[config.mk]
export PLATFORM = sky130hd
export DESIGN_NAME = magia_fsync_ctrl
export DESIGN_NICKNAME = d
export VERILOG_FILES = /design/src/rtl/magia_pkg.sv /design/src/rtl/magia_fsync_ctrl.sv
export SDC_FILE = /design/constraint.sdc
export NUM_CORES = 1
export LEC_CHECK = 0
export CORE_UTILIZATION = 40
export DETAILED_ROUTE_END_ITERATION = 10
export GPL_ROUTABILITY_DRIVEN = 0
export PLACE_DENSITY = 0.72
export SYNTH_ARGS = -nofsm -noshare
export SYNTH_HDL_FRONTEND = slang
export SYNTH_SLANG_ARGS = --single-unit
export TNS_END_PERCENT = 100
[constraint.sdc]
create_clock -name clk_i -period 2.7 [get_ports clk_i]
set_clock_uncertainty 0.15 [all_clocks]
set_input_delay 0.675 -clock clk_i [delete_from_list [all_inputs] [get_ports clk_i]]
set_output_delay 0.675 -clock clk_i [all_outputs]
set_load 0.005 [all_outputs]
[src/rtl/magia_pkg.sv]
// Shared MAGIA definitions for the Fractal Sync tree and its tile-side controllers.
// The request/response payloads are sized by the number of tree levels.
package magia_pkg;

    localparam int unsigned FSYNC_LVL    = 7;
    localparam int unsigned TILE_FSYNC_W = FSYNC_LVL;

    typedef struct packed {
        logic [TILE_FSYNC_W-1:0] aggr;
    } fsync_req_t;

    typedef struct packed {
        logic [TILE_FSYNC_W-1:0] aggr;
    } fsync_rsp_t;

endpackage

[src/rtl/magia_fsync_ctrl.sv]
// Tile-side Fractal Sync controller: issues one barrier at a time to the tree,
// waits for its completion and reports done, mismatch, timeout or spurious responses.
module magia_fsync_ctrl
    import magia_pkg::*;
#(
    parameter int unsigned      LVL_W   = TILE_FSYNC_W,
    parameter int unsigned      TMO_W   = 16,
    parameter logic [TMO_W-1:0] TMO_CYC = 16'hFFFF
) (
    input  logic             clk_i,
    input  logic             rst_ni,
    input  logic             cfg_valid_i,
    output logic             cfg_ready_o,
    input  logic [LVL_W-1:0] cfg_aggr_i,
    output logic             fsync_req_valid_o,
    input  logic             fsync_req_ready_i,
    output logic [LVL_W-1:0] fsync_req_aggr_o,
    input  logic             fsync_rsp_valid_i,
    input  logic [LVL_W-1:0] fsync_rsp_aggr_i,
    output logic             done_irq_o,
    output logic             busy_o,
    output logic             err_o,
    input  logic             err_clr_i
);

    typedef enum logic [1:0] {
        ST_IDLE,
        ST_REQ,
        ST_WAIT,
        ST_DONE
    } state_e;

    localparam bit               TMO_EN   = (TMO_CYC != '0);
    localparam logic [TMO_W-1:0] TMO_LAST = TMO_CYC - 1'b1;

    state_e           state_q, state_d;
    logic [LVL_W-1:0] aggr_q, aggr_d;
    logic [TMO_W-1:0] cnt_q, cnt_d;
    logic             err_q, err_d;
    logic             err_set;

    // NOTE: every signal gets its default before the case so no path leaves it unassigned (no latch).
    always_comb begin
        state_d = state_q;
        aggr_d  = aggr_q;
        cnt_d   = cnt_q;
        err_set = 1'b0;

        unique case (state_q)
            ST_IDLE: begin
                if (cfg_valid_i) begin
                    aggr_d  = cfg_aggr_i;
                    state_d = (cfg_aggr_i != '0) ? ST_REQ : ST_DONE;
                end
            end
            ST_REQ: begin
                if (fsync_req_ready_i) begin
                    state_d = ST_WAIT;
                    cnt_d   = '0;
                end
            end
            ST_WAIT: begin
                if (cnt_q != '1) begin
                    cnt_d = cnt_q + 1'b1;
                end
                if (fsync_rsp_valid_i) begin
                    state_d = ST_DONE;
                    err_set = (fsync_rsp_aggr_i != aggr_q);
                end else if (TMO_EN && (cnt_q == TMO_LAST)) begin
                    state_d = ST_DONE;
                    err_set = 1'b1;
                end
            end
            ST_DONE: begin
                state_d = ST_IDLE;
            end
            default: begin
                state_d = ST_IDLE;
            end
        endcase

        // A response the controller is not waiting for is flagged but otherwise ignored.
        if (fsync_rsp_valid_i && (state_q != ST_WAIT)) begin
            err_set = 1'b1;
        end

        if (err_set) begin
            err_d = 1'b1;
        end else if (err_clr_i) begin
            err_d = 1'b0;
        end else begin
            err_d = err_q;
        end
    end

    // NOTE: sequential state is updated with non-blocking assignments only.
    always_ff @(posedge clk_i or negedge rst_ni) begin
        if (!rst_ni) begin
            state_q <= ST_IDLE;
            aggr_q  <= '0;
            cnt_q   <= '0;
            err_q   <= 1'b0;
        end else begin
            state_q <= state_d;
            aggr_q  <= aggr_d;
            cnt_q   <= cnt_d;
            err_q   <= err_d;
        end
    end

    // Outputs decode only registered state, keeping inputs off any output path.
    assign cfg_ready_o       = (state_q == ST_IDLE);
    assign busy_o            = (state_q != ST_IDLE);
    assign fsync_req_valid_o = (state_q == ST_REQ);
    assign fsync_req_aggr_o  = aggr_q;
    assign done_irq_o        = (state_q == ST_DONE);
    assign err_o             = err_q;

endmodule

==> impl_metrics.tcl, run 1 <==
set metrics [dict create \
    finalWorstSetupSlack_ns 0.260 \
    placement_rows 22 \
    maxSlewHeadroom_pct 45.6 \
    synth.top_cells.by_area "sky130_fd_sc_hd__dfrtp_1, sky130_fd_sc_hd__mux2_2, sky130_fd_sc_hd__ha_1" \
    insertion_delay_to_the_later_sink_of_the_worst_skew_pair_ns 0.28 \
    crit_path_max_fanout 5 \
    grt_pass1_wl_um 6330 \
    tritoncts "done" \
    synth_most_common_cell "sky130_fd_sc_hd__dfrtp_1" \
    r2r_slack_ns 0.47 \
    finalHoldWorstSlack_ns 0.404 \
    min-delay-path-class "register to register" \
    post-place-ws_ns 0.0548 \
    critPathRequiredTime_ns 1.88 \
    totalWireLength_um 3600 \
    synthesized_flop_and_latch_total 26 \
    viasPerCell 5.69 \
    ant_nets 0 \
    clkTransAtPathRegs_ns 0.09 \
    port_buffers 31 \
    root_buffer "sky130_fd_sc_hd__clkbuf_8" \
    crit_path_cell_chain "inv_1 > ha_1 > inv_1 > clkdlybuf4s50_1" \
    worst-endpoint-arrival_ns 1.61 \
    antenna_found_initial 0 \
    most_used_flip_flop_cell_after_synthesis "sky130_fd_sc_hd__dfrtp_1" \
    detail_route.drc_violations 0 \
    vias 1383 \
    number_of_buffers_between_clock_root_and_the_deepest_sink 2 \
    r2r_cells 6 \
    rr_startpoint "state_q[1]" \
    syn2layout_area_growth_pct 28.9 \
    cellPowerDensity_nw_per_um2 801 \
    peak_clock_frequency_supported_by_timing_mhz 410 \
    slowest_stage "sky130_fd_sc_hd__clkdlybuf4s50_1" \
    netlist.area_leader.share_pct 41.9 \
    cts_repair_resize_count 0 \
    post_cts_hold_buffer_count 0 \
    synth_async_sr_flop_share_pct 100 \
    cts.repair_timing.setup_buffer_count 0 \
    grtUsageTotal_pct 19.8 \
    maximum_number_of_pins_on_one_net_before_global_route_repair 27 \
    hold_path_depth 1 \
    top_level_ports 32 \
    violation_count_after_the_first_detailed_route_iteration 65 \
    post_synth.cell_area_avg_um2 9.82 \
    final.min_clock_period_ns 2.44 \
    hold_viol 0 \
    endpoint_of_the_worst_hold_path "cnt_q[0]" \
    number_of_global_route_vias_before_repair 1387 \
    grt_overflow_total 0 \
    slew_violations 0 \
    worstSetupStartpointType "register" \
    dp_hpwl_um 2760 \
    cts-htree-levels 1 \
    rr_endpoint "cnt_q[9]" \
    synth_top_cell_by_area "sky130_fd_sc_hd__dfrtp_1" \
    transition_at_the_pin_with_the_smallest_max_transition_slack_ns 0.808 \
    dpl-instance-area_um2 1940 \
    critical-path-top-cell-by-count "sky130_fd_sc_hd__inv_1" \
    setup_tns_ns 0 \
    rsz_0062_raised_after_global_routing "false" \
    area_of_the_mapped_netlist_um2 1550 \
    finalNetCount 222 \
    clock-sinks 26 \
    synth.net_count 184 \
    layout_cell_share_with_drive_strength_beyond_1_pct 12.8 \
    core_area_um2 3690 \
    start_util_pct 42.1 \
    cts-buffers-inserted 3 \
    cap_viol_max_count 0 \
    floorplan.die_area_um2 4130 \
    drt_pre_antenna_iters 4 \
    post-route-cell-area_um2 2000 \
    antennaDiodeCount 0 \
    outcome "completed" \
    critical_path_max_stage_delay_ns 0.50 \
    setup.worst_path.end_class "output pin" \
    yosysWarningCount 0 \
    die_height_um 64.3 \
    timing.setup.critical_path_class "register to output pin" \
    timing.final.setup_violations 0 \
    ratio_of_final_minimum_period_to_clock_period_pct 90.4 \
    seq_area_frac_synth_pct 41.9 \
    synth_common_cells "sky130_fd_sc_hd__dfrtp_1, sky130_fd_sc_hd__nand2_1, sky130_fd_sc_hd__inv_1, sky130_fd_sc_hd__mux2_2" \
    number_of_enable_flip_flop_cells_after_synthesis 0 \
    p_leak_nw 0.826 \
    peakVddDrop_mv 0.476 \
    drt-wirelength-per-cell_um 14.8 \
    worstHoldStart "cnt_q[0]" \
    postSynthCellCount 158 \
    post-route-util_pct 54.2 \
    die_w_um 64.3 \
    synth.distinct_cells 36 \
]
## report_power, final
part | internal, mW | switching, mW | total [mW]
Combinational | 0.424 | 0.339 | 0.764
Sequential | 0.483 | 0.0964 | 0.579
Clock | 0.131 | 0.127 | 0.258
Total | 1.04 | 0.563 | 1.60
## state kept, by name, indices dropped and copies added (netlist names)
name / flops
cnt_q: 16
fsync_req_aggr_o: 7
state_q: 2
err_o: 1
## cells by family after synthesis
group / Yosys count / synth area share, %
AOI/OAI and AO/OA: 30 / 13.1
xor gates and xnor gates: 7 / 3.95
adders and majority gates: 6 / 4.84
buffers and inverters: 11 / 2.66
DFF: 26 / 41.9
muxes: 16 / 11.0
and+or+nand+nor: 62 / 22.4
## per-stage QoR
step,power (mW),std cells
final,1.60,243
after global routing,1.72,243
after CTS,1.62,243
after detailed placement,1.36,239
after global placement,1.33,239
after floorplan,1.00,158
## worst max-delay path by stage
stage | start | depth (start not counted) | slack [ns] | endpoint
CTS | state_q[0] | 4 | 0.24 | busy_o
global route | state_q[0] | 4 | 0.16 | busy_o
detailed placement | fsync_req_ready_i | 5 | 0.05 | cnt_q[9]
finish | state_q[0] | 4 | 0.26 | busy_o
floorplan | state_q[1] | 6 | 0.71 | cnt_q[11]
global placement | fsync_req_ready_i | 5 | 0.17 | cnt_q[11]
## final cells by class
class	instances	area, µm²
multi-input cells	121	860
flip-flops and latches	26	651
well taps	48	60.1
repair buffers	35	340
fillers	349	1690
clock buffers	4	55.1
inverters	9	33.8
## critical path: cells and delay by family (launching register included)
kind / cells / cell delay [ns]
DFF: 1 / 0.39
buffers and inverters: 3 / 0.69
adders and majority gates: 1 / 0.26
## layer usage
layer / vias to the layer above / part of all wire, % / track usage [%]
met1: 667 / 44 / 24.6
met3: 4 / 5.9 / 5.00
met5: - / 0 / 0
met2: 41 / 49 / 33.2
met4: 0 / 0.86 / 6.67
li1: 671 / - / -
## layout by cell type (no fill, tap or decap), types with 4 or more instances in the layout
master,netlist,layout
sky130_fd_sc_hd__clkdlybuf4s50_1,0,31
sky130_fd_sc_hd__dfrtp_1,26,26
sky130_fd_sc_hd__nand2_1,14,14
sky130_fd_sc_hd__inv_1,9,9
sky130_fd_sc_hd__mux2_2,9,9
sky130_fd_sc_hd__mux2i_1,7,7
sky130_fd_sc_hd__nand3_1,7,7
sky130_fd_sc_hd__a21oi_1,7,7
sky130_fd_sc_hd__nand4_1,6,6
sky130_fd_sc_hd__nor3_1,6,6
sky130_fd_sc_hd__nor4_1,6,6
sky130_fd_sc_hd__a31oi_1,6,6
sky130_fd_sc_hd__ha_1,6,6
sky130_fd_sc_hd__nor2_1,5,5
sky130_fd_sc_hd__or2_2,5,5
sky130_fd_sc_hd__xnor2_1,5,5
sky130_fd_sc_hd__a211oi_1,4,4
sky130_fd_sc_hd__clkbuf_8,0,4
sky130_fd_sc_hd__buf_4,0,4
No activity file was read; power rests on OpenSTA's default activity.
==> run 2, diff against run 1 <==
--- a/config.mk
+++ b/config.mk
@@ -5,10 +5,11 @@
 export SDC_FILE = /design/constraint.sdc
 export NUM_CORES = 1
 export LEC_CHECK = 0
-export CORE_UTILIZATION = 40
+export CORE_UTILIZATION = 25
 export DETAILED_ROUTE_END_ITERATION = 10
+export DONT_BUFFER_PORTS = 1
 export GPL_ROUTABILITY_DRIVEN = 0
-export PLACE_DENSITY = 0.72
+export PLACE_DENSITY = 0.45
 export SYNTH_ARGS = -nofsm -noshare
 export SYNTH_HDL_FRONTEND = slang
 export SYNTH_SLANG_ARGS = --single-unit
==> run 2 against run 1 <==
  * Die area up 58%
  * Sequential share of layout area up 4.3 points
  * First-iteration DRC count up 80%
  * Cell area down 12%
  * Power down 6.2%
  * Hold slack worse by 0.35 ns
  * Critical endpoint is now cnt_q[11]
  * Largest power group is now sequential cells
  * Maximum frequency up 7.1%
  * Global-route usage down 7.5 points
==> impl_metrics.tcl, run 2 (synthesis gave the netlist of run 1 again) <==
set metrics [dict create \
    start_util_pct 26.1 \
    insertion_delay_to_the_later_sink_of_the_worst_skew_pair_ns 0.28 \
    placement_rows 28 \
    timing.setup.critical_path_class "register to register" \
    p_int_mw 0.954 \
    critPathRequiredTime_ns 2.75 \
    timing.final.setup_violations 0 \
    ant_nets 0 \
    drt_pre_antenna_iters 4 \
    clkTransAtPathRegs_ns 0.10 \
    top_level_ports 32 \
    finalNetCount 193 \
    maxSlewHeadroom_pct 58.1 \
    finalWorstSetupSlack_ns 0.422 \
    grt_overflow_total 0 \
    hold_viol 0 \
    finalHoldWorstSlack_ns 0.0518 \
    met2_wirelength_um 1910 \
    layout_cell_share_with_drive_strength_beyond_1_pct 16.3 \
    cts-htree-levels 1 \
    wl_met1_um 1530 \
    layout_commonest_cell "sky130_fd_sc_hd__dfrtp_1" \
    viasPerCell 5.28 \
    detail_route.drc_violations 0 \
    ratio_of_final_minimum_period_to_clock_period_pct 84.4 \
    drt-wirelength-per-cell_um 15.3 \
    setup_tns_ns 0 \
    power_frac_seq_pct 39.5 \
    root_buffer "sky130_fd_sc_hd__clkbuf_8" \
    die_w_um 80.8 \
    maximum_number_of_pins_on_one_net_before_global_route_repair 27 \
    largest-register "cnt_q" \
    cellPowerDensity_nw_per_um2 851 \
    vias 1272 \
    final.min_clock_period_ns 2.28 \
    transition_at_the_pin_with_the_smallest_max_transition_slack_ns 0.613 \
    most-common-layout-cells "sky130_fd_sc_hd__dfrtp_1, sky130_fd_sc_hd__nand2_1, sky130_fd_sc_hd__inv_1, sky130_fd_sc_hd__mux2_2" \
    met3_wirelength_um 226 \
    cts-buffers-inserted 3 \
    cap_viol_max_count 0 \
    p_clk_share_pct 22.1 \
    crit_path_max_fanout 10 \
    core_area_um2 5960 \
    floorplan.die_area_um2 6520 \
    grt_pass1_wl_um 6200 \
    totalWireLength_um 3680 \
    clock-sinks 26 \
    setup.worst_path.end_class "register" \
    grtUsageTotal_pct 12.3 \
    port_buffers 0 \
    number_of_global_route_vias_before_repair 1294 \
    p_switching_mw 0.548 \
    number_of_buffers_between_clock_root_and_the_deepest_sink 2 \
    peakVddDrop_mv 0.431 \
    antennaDiodeCount 0 \
    worst-endpoint-arrival_ns 2.33 \
    worstSetupStartpointType "register" \
    p_sw_share_pct 36.5 \
    antenna_found_initial 0 \
    slew_violations 0 \
    outcome "completed" \
    pwr-share-comb_pct 38.3 \
    rsz_0062_raised_after_global_routing "false" \
    die_height_um 80.8 \
    p_leak_nw 0.728 \
    dp_hpwl_um 2800 \
    peak_clock_frequency_supported_by_timing_mhz 439 \
    min-delay-path-class "primary input to asynchronous set/reset pin" \
    num-fill-cells 637 \
    post-place-ws_ns 0.444 \
    highest_layer "met4" \
    violation_count_after_the_first_detailed_route_iteration 117 \
    largest_reg_flops 16 \
    syn2layout_area_growth_pct 13.9 \
    cts_repair_resize_count 0 \
    tritoncts "done" \
]
run 2: cell count changes in the layout (fill, tap and decap cells not counted):
| cell | change |
|---|---|
| sky130_fd_sc_hd__clkdlybuf4s50_1 | -31 |
| sky130_fd_sc_hd__buf_12 | +1 |
| sky130_fd_sc_hd__buf_4 | +1 |
| sky130_fd_sc_hd__clkbuf_8 | -1 |
| sky130_fd_sc_hd__bufinv_16 | +1 |
run 2: final cells by class:
type / instances / area (µm²) / share of cell area [%]
well taps: 75 / 93.8 / 5.31
clock inverters: 1 / 30.0 / 1.70
clock buffers: 3 / 41.3 / 2.34
repair buffers: 6 / 57.6 / 3.26
inverters: 9 / 33.8 / 1.91
multi-input cells: 121 / 860 / 48.7
flip-flops and latches: 26 / 651 / 36.8
run 2: repair_timing:
| item | CTS | global route |
|---|---|---|
| endpoints found under the setup margin | 0 | 0 |
| buffers inserted | 0 | 0 |
| hold buffers | 1 | 0 |
| endpoints found under the hold margin | 26 | 0 |
run 2: metal layers:
metal | GRT usage [%] | vias to the layer above
li1 | - | 603
met1 | 15.2 | 617
met2 | 22.4 | 50
met3 | 2.92 | 2
met4 | 1.07 | 0
met5 | 0 | -
run 2: worst max-delay path: stages, from the launching register on:
cell                      delay, ns
sky130_fd_sc_hd__dfrtp_1       0.40
sky130_fd_sc_hd__inv_1         0.08
sky130_fd_sc_hd__ha_1          0.25
sky130_fd_sc_hd__mux2_2        0.38
sky130_fd_sc_hd__nand3_1       0.21
sky130_fd_sc_hd__or4_1         0.54
sky130_fd_sc_hd__a21oi_1       0.17
run 2: stage by stage:
step	cell area (µm²)	utilization [%]	cells	power (mW)
after CTS	1770	29.7	241	1.52
after detailed placement	1680	28.1	236	1.17
after floorplan	1550	-	158	1.00
after global routing	1770	29.7	241	1.62
final	1770	29.7	241	1.50
after global placement	1680	28.1	236	1.16
run 2: worst paths after layout:
check	startpoint	end	slack [ns]	cells after the start
max	state_q[1]	cnt_q[11]	0.42	6
min	rst_ni	cnt_q[0]	0.05	1
max reg2reg	state_q[1]	cnt_q[11]	0.42	6
min reg2reg	cnt_q[0]	cnt_q[0]	0.38	1
max in group asynchronous	rst_ni	cnt_q[11]	2.20	1
min in group clk_i	cnt_q[0]	cnt_q[0]	0.38	1
run 2: power by group through the flow:
stage / Sequential, mW / Clock (mW) / Combinational (mW)
floorplan: 0.574 / 0 / 0.428
global placement: 0.596 / 0 / 0.560
detailed placement: 0.602 / 0 / 0.570
CTS: 0.597 / 0.343 / 0.582
global route: 0.611 / 0.356 / 0.649
finish: 0.594 / 0.333 / 0.576
==> run 3, diff against run 2 <==
==> constraint.sdc (replaced) <==
create_clock -name clk_i -period 2.2 [get_ports clk_i]
set_clock_uncertainty 0.15 [all_clocks]
set_input_delay 0.55 -clock clk_i [delete_from_list [all_inputs] [get_ports clk_i]]
set_output_delay 0.55 -clock clk_i [all_outputs]
set_load 0.005 [all_outputs]
==> run 3 against run 2 <==
  * Non-clock buffer count increased by 7
  * Flip-flop and latch count unchanged
  * Clock power increased by 22%
  * Sequential share of layout area decreased by 1.5 points
  * Setup slack got worse by 0.31 ns
  * Global-route usage increased by 0.71 points
  * Die area unchanged
  * Via count increased by 3.1%
  * Clock-buffer cell count unchanged
  * Maximum frequency increased by 9.1%
  * Critical endpoint is now cnt_q[5]
==> impl_metrics.tcl, run 3 (synthesis gave the netlist of run 1 again) <==
set metrics [dict create \
    cts-htree-levels 1 \
    critical-path-top-cell-by-count "sky130_fd_sc_hd__mux2i_1" \
    worstHoldStart "cfg_aggr_i[0]" \
    worst-path-stages 7 \
    floorplan.die_area_um2 6520 \
    ant_nets 0 \
    drt-wirelength-per-cell_um 15.2 \
    outcome "completed" \
    port_buffers 0 \
    transition_at_the_pin_with_the_smallest_max_transition_slack_ns 0.468 \
    dp_hpwl_um 2870 \
    tritoncts "done" \
    finalWorstSetupSlack_ns 0.111 \
    hold_path_depth 1 \
    placement_rows 28 \
    slowest_stage "sky130_fd_sc_hd__dfrtp_1" \
    maximum_number_of_pins_on_one_net_before_global_route_repair 27 \
    cap_viol_max_count 0 \
    slew_violations 0 \
    rr_startpoint "state_q[1]" \
    maxSlewHeadroom_pct 68.8 \
    ratio_of_final_minimum_period_to_clock_period_pct 94.9 \
    cts-buffers-inserted 3 \
    syn2layout_area_growth_pct 18.6 \
    cellPowerDensity_nw_per_um2 1020 \
    die_w_um 80.8 \
    top_level_ports 32 \
    number_of_global_route_vias_before_repair 1370 \
    cts.repair_timing.setup_buffer_count 0 \
    viasPerCell 5.29 \
    crit_path_start "state_q[1]" \
    timing.setup.critical_path_class "register to register" \
    most-common-layout-cells "sky130_fd_sc_hd__dfrtp_1, sky130_fd_sc_hd__nand2_1, sky130_fd_sc_hd__buf_4, sky130_fd_sc_hd__inv_1, sky130_fd_sc_hd__mux2_2" \
    endpoint_of_the_worst_hold_path "fsync_req_aggr_o[0]" \
    antennaDiodeCount 0 \
    cp.buffers_inverters 2 \
    totalWireLength_um 3770 \
    r2r_cells 7 \
    largest-register "cnt_q" \
    finalNetCount 200 \
    grt_overflow_total 0 \
    clock-sinks 26 \
    worstSetupStartpointType "register" \
    core_area_um2 5960 \
    rsz_0062_raised_after_global_routing "false" \
    clkTransAtPathRegs_ns 0.10 \
    peakVddDrop_mv 0.556 \
    insertion_delay_to_the_later_sink_of_the_worst_skew_pair_ns 0.28 \
    r2r_slack_ns 0.11 \
    critPathRequiredTime_ns 2.25 \
    start_util_pct 26.1 \
    root_buffer "sky130_fd_sc_hd__clkbuf_8" \
    detail_route.drc_violations 0 \
    min-delay-path-class "primary input to register" \
    layout_commonest_cell "sky130_fd_sc_hd__dfrtp_1" \
    vias 1312 \
    setup.worst_path.end_class "register" \
    p_leak_nw 0.762 \
    timing.final.setup_violations 0 \
    setup_tns_ns 0 \
    number_of_buffers_between_clock_root_and_the_deepest_sink 2 \
    grt_pass1_wl_um 6490 \
    rr_endpoint "cnt_q[5]" \
    crit_path_max_fanout 11 \
    post-place-ws_ns 0.0303 \
    worst-endpoint-arrival_ns 2.14 \
    final.min_clock_period_ns 2.09 \
    crit_path_cell_chain "inv_1 > ha_1 > buf_4 > mux2i_1 > nor2_2 > or2_2 > mux2i_1" \
    antenna_found_initial 0 \
    largest_reg_flops 16 \
    peak_clock_frequency_supported_by_timing_mhz 479 \
    layout_cell_share_with_drive_strength_beyond_1_pct 21.4 \
    category_of_cells_accounting_for_the_largest_share_of_critical_path_delay "multiplexers" \
    violation_count_after_the_first_detailed_route_iteration 59 \
    drt_pre_antenna_iters 4 \
    dpl-instance-area_um2 1720 \
    hold_viol 0 \
    die_height_um 80.8 \
    post-route-cell-area_um2 1840 \
    critical_path_max_stage_delay_ns 0.42 \
    grtUsageTotal_pct 13.0 \
]
run 3: changes by cell type in the layout (fill, tap and decap cells not counted), sizes merged:
cell / before / now
dlygate4sd3: 0 / 1
buf: 6 / 12
run 3: final cells by class:
class / instances / area, µm²
fill: 609 / 4120
multi-input combinational: 121 / 878
inverter: 9 / 33.8
sequential: 26 / 651
timing repair buffer: 13 / 113
clock buffer: 3 / 41.3
clock inverter: 1 / 30.0
tap: 75 / 93.8
run 3: through the flow:
stage | cells | hold slack, ns | util, % | power, mW
after global placement | 242 | 0.106 | 28.9 | 1.44
final | 248 | 0.265 | 30.9 | 1.89
after CTS | 248 | 0.252 | 30.6 | 1.91
after detailed placement | 242 | 0.106 | 28.9 | 1.47
after global routing | 248 | 0.245 | 30.9 | 2.03
after floorplan | 158 | 0.104 | - | 1.23
run 3: per-layer routing:
metal / wire, µm / part of all wire [%] / vias up / global-route usage, %
li1: - / - / 615 / -
met3: 215 / 5.7 / 5 / 3.37
met5: 0 / 0 / - / 0
met2: 1890 / 50 / 52 / 22.3
met1: 1640 / 43 / 640 / 16.3
met4: 25 / 0.66 / 0 / 2.86
run 3: timing repair:
item,CTS,global route
resized for setup,1,5
pin swaps,0,1
setup endpoints to repair,1,6
hold endpoints to repair,26,0
hold buffers,2,0
run 3: worst max-delay path by stage:
stage	end	slack, ns
2_1_floorplan	cnt_q[11]	0.21
3_3_place_gp	cnt_q[5]	0.06
3_5_place_dp	cnt_q[5]	0.03
4_1_cts	cnt_q[9]	0.04
5_1_grt	cnt_q[10]	0.009
6_report	cnt_q[5]	0.11
run 3: where the power goes:
group	switching (mW)	total (mW)	internal [mW]
combinational	0.386	0.750	0.363
sequential	0.138	0.730	0.592
clock	0.162	0.405	0.244
==> RTL change 1: new RTL, config.mk and constraints of run 1 <==
Change the parameter `TMO_W` from 16 to 20.
--- a/src/rtl/magia_fsync_ctrl.sv
+++ b/src/rtl/magia_fsync_ctrl.sv
@@ -5,5 +5,5 @@
 #(
     parameter int unsigned      LVL_W   = TILE_FSYNC_W,
-    parameter int unsigned      TMO_W   = 16,
+    parameter int unsigned      TMO_W   = 20,
     parameter logic [TMO_W-1:0] TMO_CYC = 16'hFFFF
 ) (
Function: no difference found for any inputs over 10 cycles, from zero or initial values and one cycle with rst_ni low; that may be too few to reach the edited logic, so the function may still have changed.
==> RTL change 1 against run 1 <==
- final area grew 11%
- synthesized area rose by 12%
- sequential cell count grew 4
- highest routed layer unchanged
- routed wire length up 11%
- total power is 9.2% higher
- worst setup slack got worse by 33 ps
- critical endpoint is now state_q[1]
- first-iteration DRC count increased by 69%
- critical path depth grew 1
==> RTL change 1: results (changes against run 1) <==
metric;value;unit;change
viasPerCell;5.61;;was 5.69
ir_worst_vdd;0.564;mV;was 0.476 mV
crit-reg2reg-launch;cnt_q[3];;was state_q[1]
critPathMaxFanout;8;;was 5
path_clk_slew;60;ps;was 90 ps
setup_slack;228;ps;was 260 ps
ys_seq_area_frac;0.433;;was 0.419
preCtsSetupSlack;37.9;ps;was 54.8 ps
min-delay-start;cnt_q[5];;was cnt_q[0]
drive_gt1_frac;0.108;;was 0.128
dp_hpwl;2940;microns;was 2760 microns
grt_max_degree;31;;was 27
status;complete, no violations;;unchanged
hold_path_end;cnt_q[5];;was cnt_q[0]
yosysUniqueCellTypes;38;;was 36
slowest_stage;or4_1;;was clkdlybuf4s50_1
grtUsageTotal;0.202;;was 0.198
synth_nets;210;;was 184
worst_pin_slew;699;ps;was 808 ps
p_leak;0.903;nW;was 0.826 nW
rrSetupSlack;230;ps;was 470 ps
slowest_delay;690;ps;was 500 ps
rr_worst_depth;5;;was 6
fin_nets;249;;was 222
timing.rr.end;state_q[1];;was cnt_q[9]
synth.area.mux_share;0.0577;;was 0.110
synth_compound_area_frac;0.152;;was 0.131
wl;4010;microns;was 3600 microns
clock_latency;280;ps;about the same
critPathArrivalTime;2490;ps;was 1610 ps
synth_area_leaders;dfrtp_1 43%, mux2_2 4.5%, xnor2_1 4.5%;;was dfrtp_1 42%, mux2_2 6.5%, ha_1 4.8%
grt_pass1_wl;6840;microns;was 6330 microns
largest_reg_flops;20;;was 16
cp_top_family;simple AND/OR/NAND/NOR gates;;was buffers and inverters
synth-xor-area-share;0.0556;;was 0.0395
grt_pass1_vias;1482;;was 1387
cts_buffers;5;;was 3
RTL change 1: cell types whose count changed in the layout (fill, tap and decap cells not counted), moves of 3 or more:
cell and delta:
xnor2_1 +4, mux2i_1 -6, o31ai_1 +5, a211oi_1 -4, nand3_1 +3, dfrtp_1 +4, o41ai_1 +3, o21ai_0 +11
nor2_1 +11, a31oi_1 -4, or2_2 -5
RTL change 1: metrics by stage:
stage               hold slack, ps  std cells  instance area (sq um)  utilization
detailed placement             350        266                   2130        0.521
global route                   393        272                   2210        0.541
finish                         354        272                   2210        0.541
floorplan                      229        184                   1730            -
global placement               345        266                   2130        0.521
CTS                            359        272                   2210        0.541
RTL change 1: kinds of logic after synthesis:
family	count (synthesis)
DFF	30
buffers and inverters	14
xor gates and xnor gates	11
and+or+nand+nor	74
AOI/OAI and AO/OA	40
adders and majority gates	6
muxes	9
RTL change 1: worst max path at each step:
| stage | to | from | depth (start not counted) | slack [ps] |
|---|---|---|---|---|
| after floorplan | cnt_q[12] | state_q[0] | 7 | 480 |
| after global placement | cnt_q[12] | fsync_req_ready_i | 5 | 90 |
| after detailed placement | cnt_q[12] | fsync_req_ready_i | 5 | 40 |
| after CTS | busy_o | state_q[0] | 4 | 220 |
| after global routing | state_q[1] | cnt_q[3] | 5 | 130 |
| final | state_q[1] | cnt_q[3] | 5 | 230 |
RTL change 1: per-layer routing:
metal  routed length, microns  GRT usage  vias to the layer above
li1                         -          -                      757
met1                     1960      0.259                      722
met2                     1790      0.323                       41
met3                      210     0.0550                        5
met4                       46     0.0807                        0
met5                        0          0                        -
RTL change 1: area by class of cell:
type / count / area [sq um]
repair buffers: 37 / 355
flip-flops and latches: 30 / 751
clock buffers: 6 / 82.6
inverters: 9 / 33.8
fillers: 374 / 1880
well taps: 50 / 62.6
multi-input cells: 140 / 925
RTL change 1: where the power goes:
group | leakage [nW] | switching (W) | internal, W
sequential | 0.395 | 0.000110 | 0.000543
combinational | 0.465 | 0.000333 | 0.000407
clock | 0.0431 | 0.000160 | 0.000196
total | 0.903 | 0.000603 | 0.00115
==> RTL change 2: new RTL, settings of run 1 <==
Made on the original files. The 4 states of `state_e` get a Gray code encoding in 2 bits.
--- a/src/rtl/magia_fsync_ctrl.sv
+++ b/src/rtl/magia_fsync_ctrl.sv
@@ -25,8 +25,8 @@
 
     typedef enum logic [1:0] {
-        ST_IDLE,
-        ST_REQ,
-        ST_WAIT,
-        ST_DONE
+        ST_IDLE = 2'b00,
+        ST_REQ  = 2'b01,
+        ST_WAIT = 2'b11,
+        ST_DONE = 2'b10
     } state_e;
 
Function: no difference found for any inputs over 10 cycles, from zero or initial values and one cycle with rst_ni low; not proved beyond that.
==> RTL change 2 against run 1 <==
- final area shrank 3.6%
- sequential cell count is the same
- maximum frequency grew 0.95%
- synthesized area shrank 1.5%
- non-clock buffer count shrank 1
- total power shrank 9.4%
- routed wire length shrank 4.6%
- global-route usage shrank 0.87 points
- worst setup slack gained 23 ps
- clock power shrank 16%
- largest power group is now sequential cells
==> RTL change 2: results (changes against run 1) <==
metric;value;unit;change
synthAdderAreaFrac;0.0164;;was 0.0484
antenna_found_initial;0;;unchanged
grt_pass1_wl;6090;microns;was 6330 microns
final_cell_count_no_fill;231;;was 243
slowest_stage;clkdlybuf4s50_1;;unchanged
dp_cells;228;;was 239
drt_iter0_drc;102;;was 65
htreeDepth;1;;unchanged
dp_hpwl;2530;microns;was 2760 microns
synth-xor-area-share;0.0401;;was 0.0395
synth.top_cell.area_share;0.426;;was 0.419
slowest_delay;560;ps;was 500 ps
drive_gt1_frac;0.120;;was 0.128
yosysWarnings;0;;unchanged
grt_pass1_vias;1370;;was 1387
slew_headroom;0.542;;was 0.456
grt_max_degree;27;;unchanged
min_path_type;reg2reg;;unchanged
synthCells;152;;was 158
grtUsageTotal;0.189;;was 0.198
synth.area.mux_share;0.0581;;was 0.110
synth_nets;174;;was 184
dr.pass1.iters;4;;unchanged
switching_share;0.363;;was 0.352
grt_overflow;0;;unchanged
synth_area_leaders;dfrtp_1 43%, mux2_2 5.2%, nor4_1 4.1%;;was dfrtp_1 42%, mux2_2 6.5%, ha_1 4.8%
cp_top_family;buffers and inverters;;unchanged
yosysUniqueCellTypes;46;;was 36
grt_use_met3;0.0518;;was 0.0500
wl;3440;microns;was 3600 microns
vias;1334;;was 1383
status;complete, no violations;;unchanged
synth_compound_area_frac;0.165;;was 0.131
cts_root_buf;clkbuf_8;;unchanged
cts_buffer_depth;2;;unchanged
ir_worst_vdd;0.486;mV;was 0.476 mV
critPathMaxFanout;12;;was 5
clock_latency;270;ps;
drv_slew;0;;unchanged
ys_seq_area_frac;0.426;;was 0.419
synth_common_cells;26 x dfrtp_1, 14 x nand2_1, 10 x nor4_1;;was 26 x dfrtp_1, 14 x nand2_1, 9 x inv_1, 9 x mux2_2
synthArstFlopShare;1.00;;unchanged
critPathArrivalTime;1590;ps;was 1610 ps
path_clk_slew;80;ps;
met1_usage;0.224;;was 0.246
fin_nets;207;;was 222
met2_usage;0.342;;was 0.332
p_leak;0.896;nW;was 0.826 nW
[RTL change 2: worst paths after layout]
path / slack [ps] / endpoint / start / cells after the start
worst max-delay path: 280 / cfg_ready_o / state_q[0] / 2
worst min-delay path: 380 / err_o / err_o / 2
worst max register to register: 480 / cnt_q[12] / cnt_q[0] / 5
worst min register to register: 380 / err_o / err_o / 2
max in group asynchronous: 1520 / fsync_req_aggr_o[5] / rst_ni / 2
min in group asynchronous: 620 / cnt_q[9] / rst_ni / 2
[RTL change 2: cell families (layout without fill, tap and decap cells)]
| logic type | Yosys count | count (layout) |
|---|---|---|
| adder cells (fa/ha/maj) | 2 | 2 |
| flip-flops | 26 | 26 |
| buffers and inverters | 10 | 41 |
| multiplexers | 8 | 8 |
| AO/OA/AOI/OAI | 33 | 33 |
| AND/OR/NAND/NOR | 66 | 66 |
| XOR/XNOR | 7 | 7 |
[RTL change 2: cell type report]
type                            count  area, sq um
Tap cell                           48         60.1
Inverter                            4         15.0
Timing Repair Buffer               34          333
Multi-Input combinational cell    116          827
Clock buffer                        3         41.3
Fill cell                         324         1730
Sequential cell                    26          651
[RTL change 2: metal layers]
metal	routed length, microns	vias up
li1	-	642
met1	1520	654
met2	1720	36
met3	174	2
met4	17	0
met5	0	-
[RTL change 2: power groups by stage]
| stage | Combinational, W | Sequential (W) | Clock (W) |
|---|---|---|---|
| 2_1_floorplan | 0.000354 | 0.000593 | 0 |
| 3_3_place_gp | 0.000596 | 0.000621 | 0 |
| 3_5_place_dp | 0.000615 | 0.000626 | 0 |
| 4_1_cts | 0.000617 | 0.000622 | 0.000221 |
| 5_1_grt | 0.000671 | 0.000648 | 0.000247 |
| 6_report | 0.000610 | 0.000624 | 0.000216 |
[RTL change 2: stage by stage]
step	cell area [sq um]	setup slack, ps	hold slack (ps)	total power (W)	util
floorplan	1530	813	229	0.000947	-
global placement	1890	432	367	0.00122	0.515
detailed placement	1890	384	378	0.00124	0.515
CTS	1930	290	390	0.00146	0.526
global route	1930	176	410	0.00157	0.526
finish	1930	283	384	0.00145	0.526
[RTL change 2: tightest hold or removal path, stage by stage (launching register included)]
cell	delay, ps
dfrtp_1	380
inv_1	50
o22ai_1	70
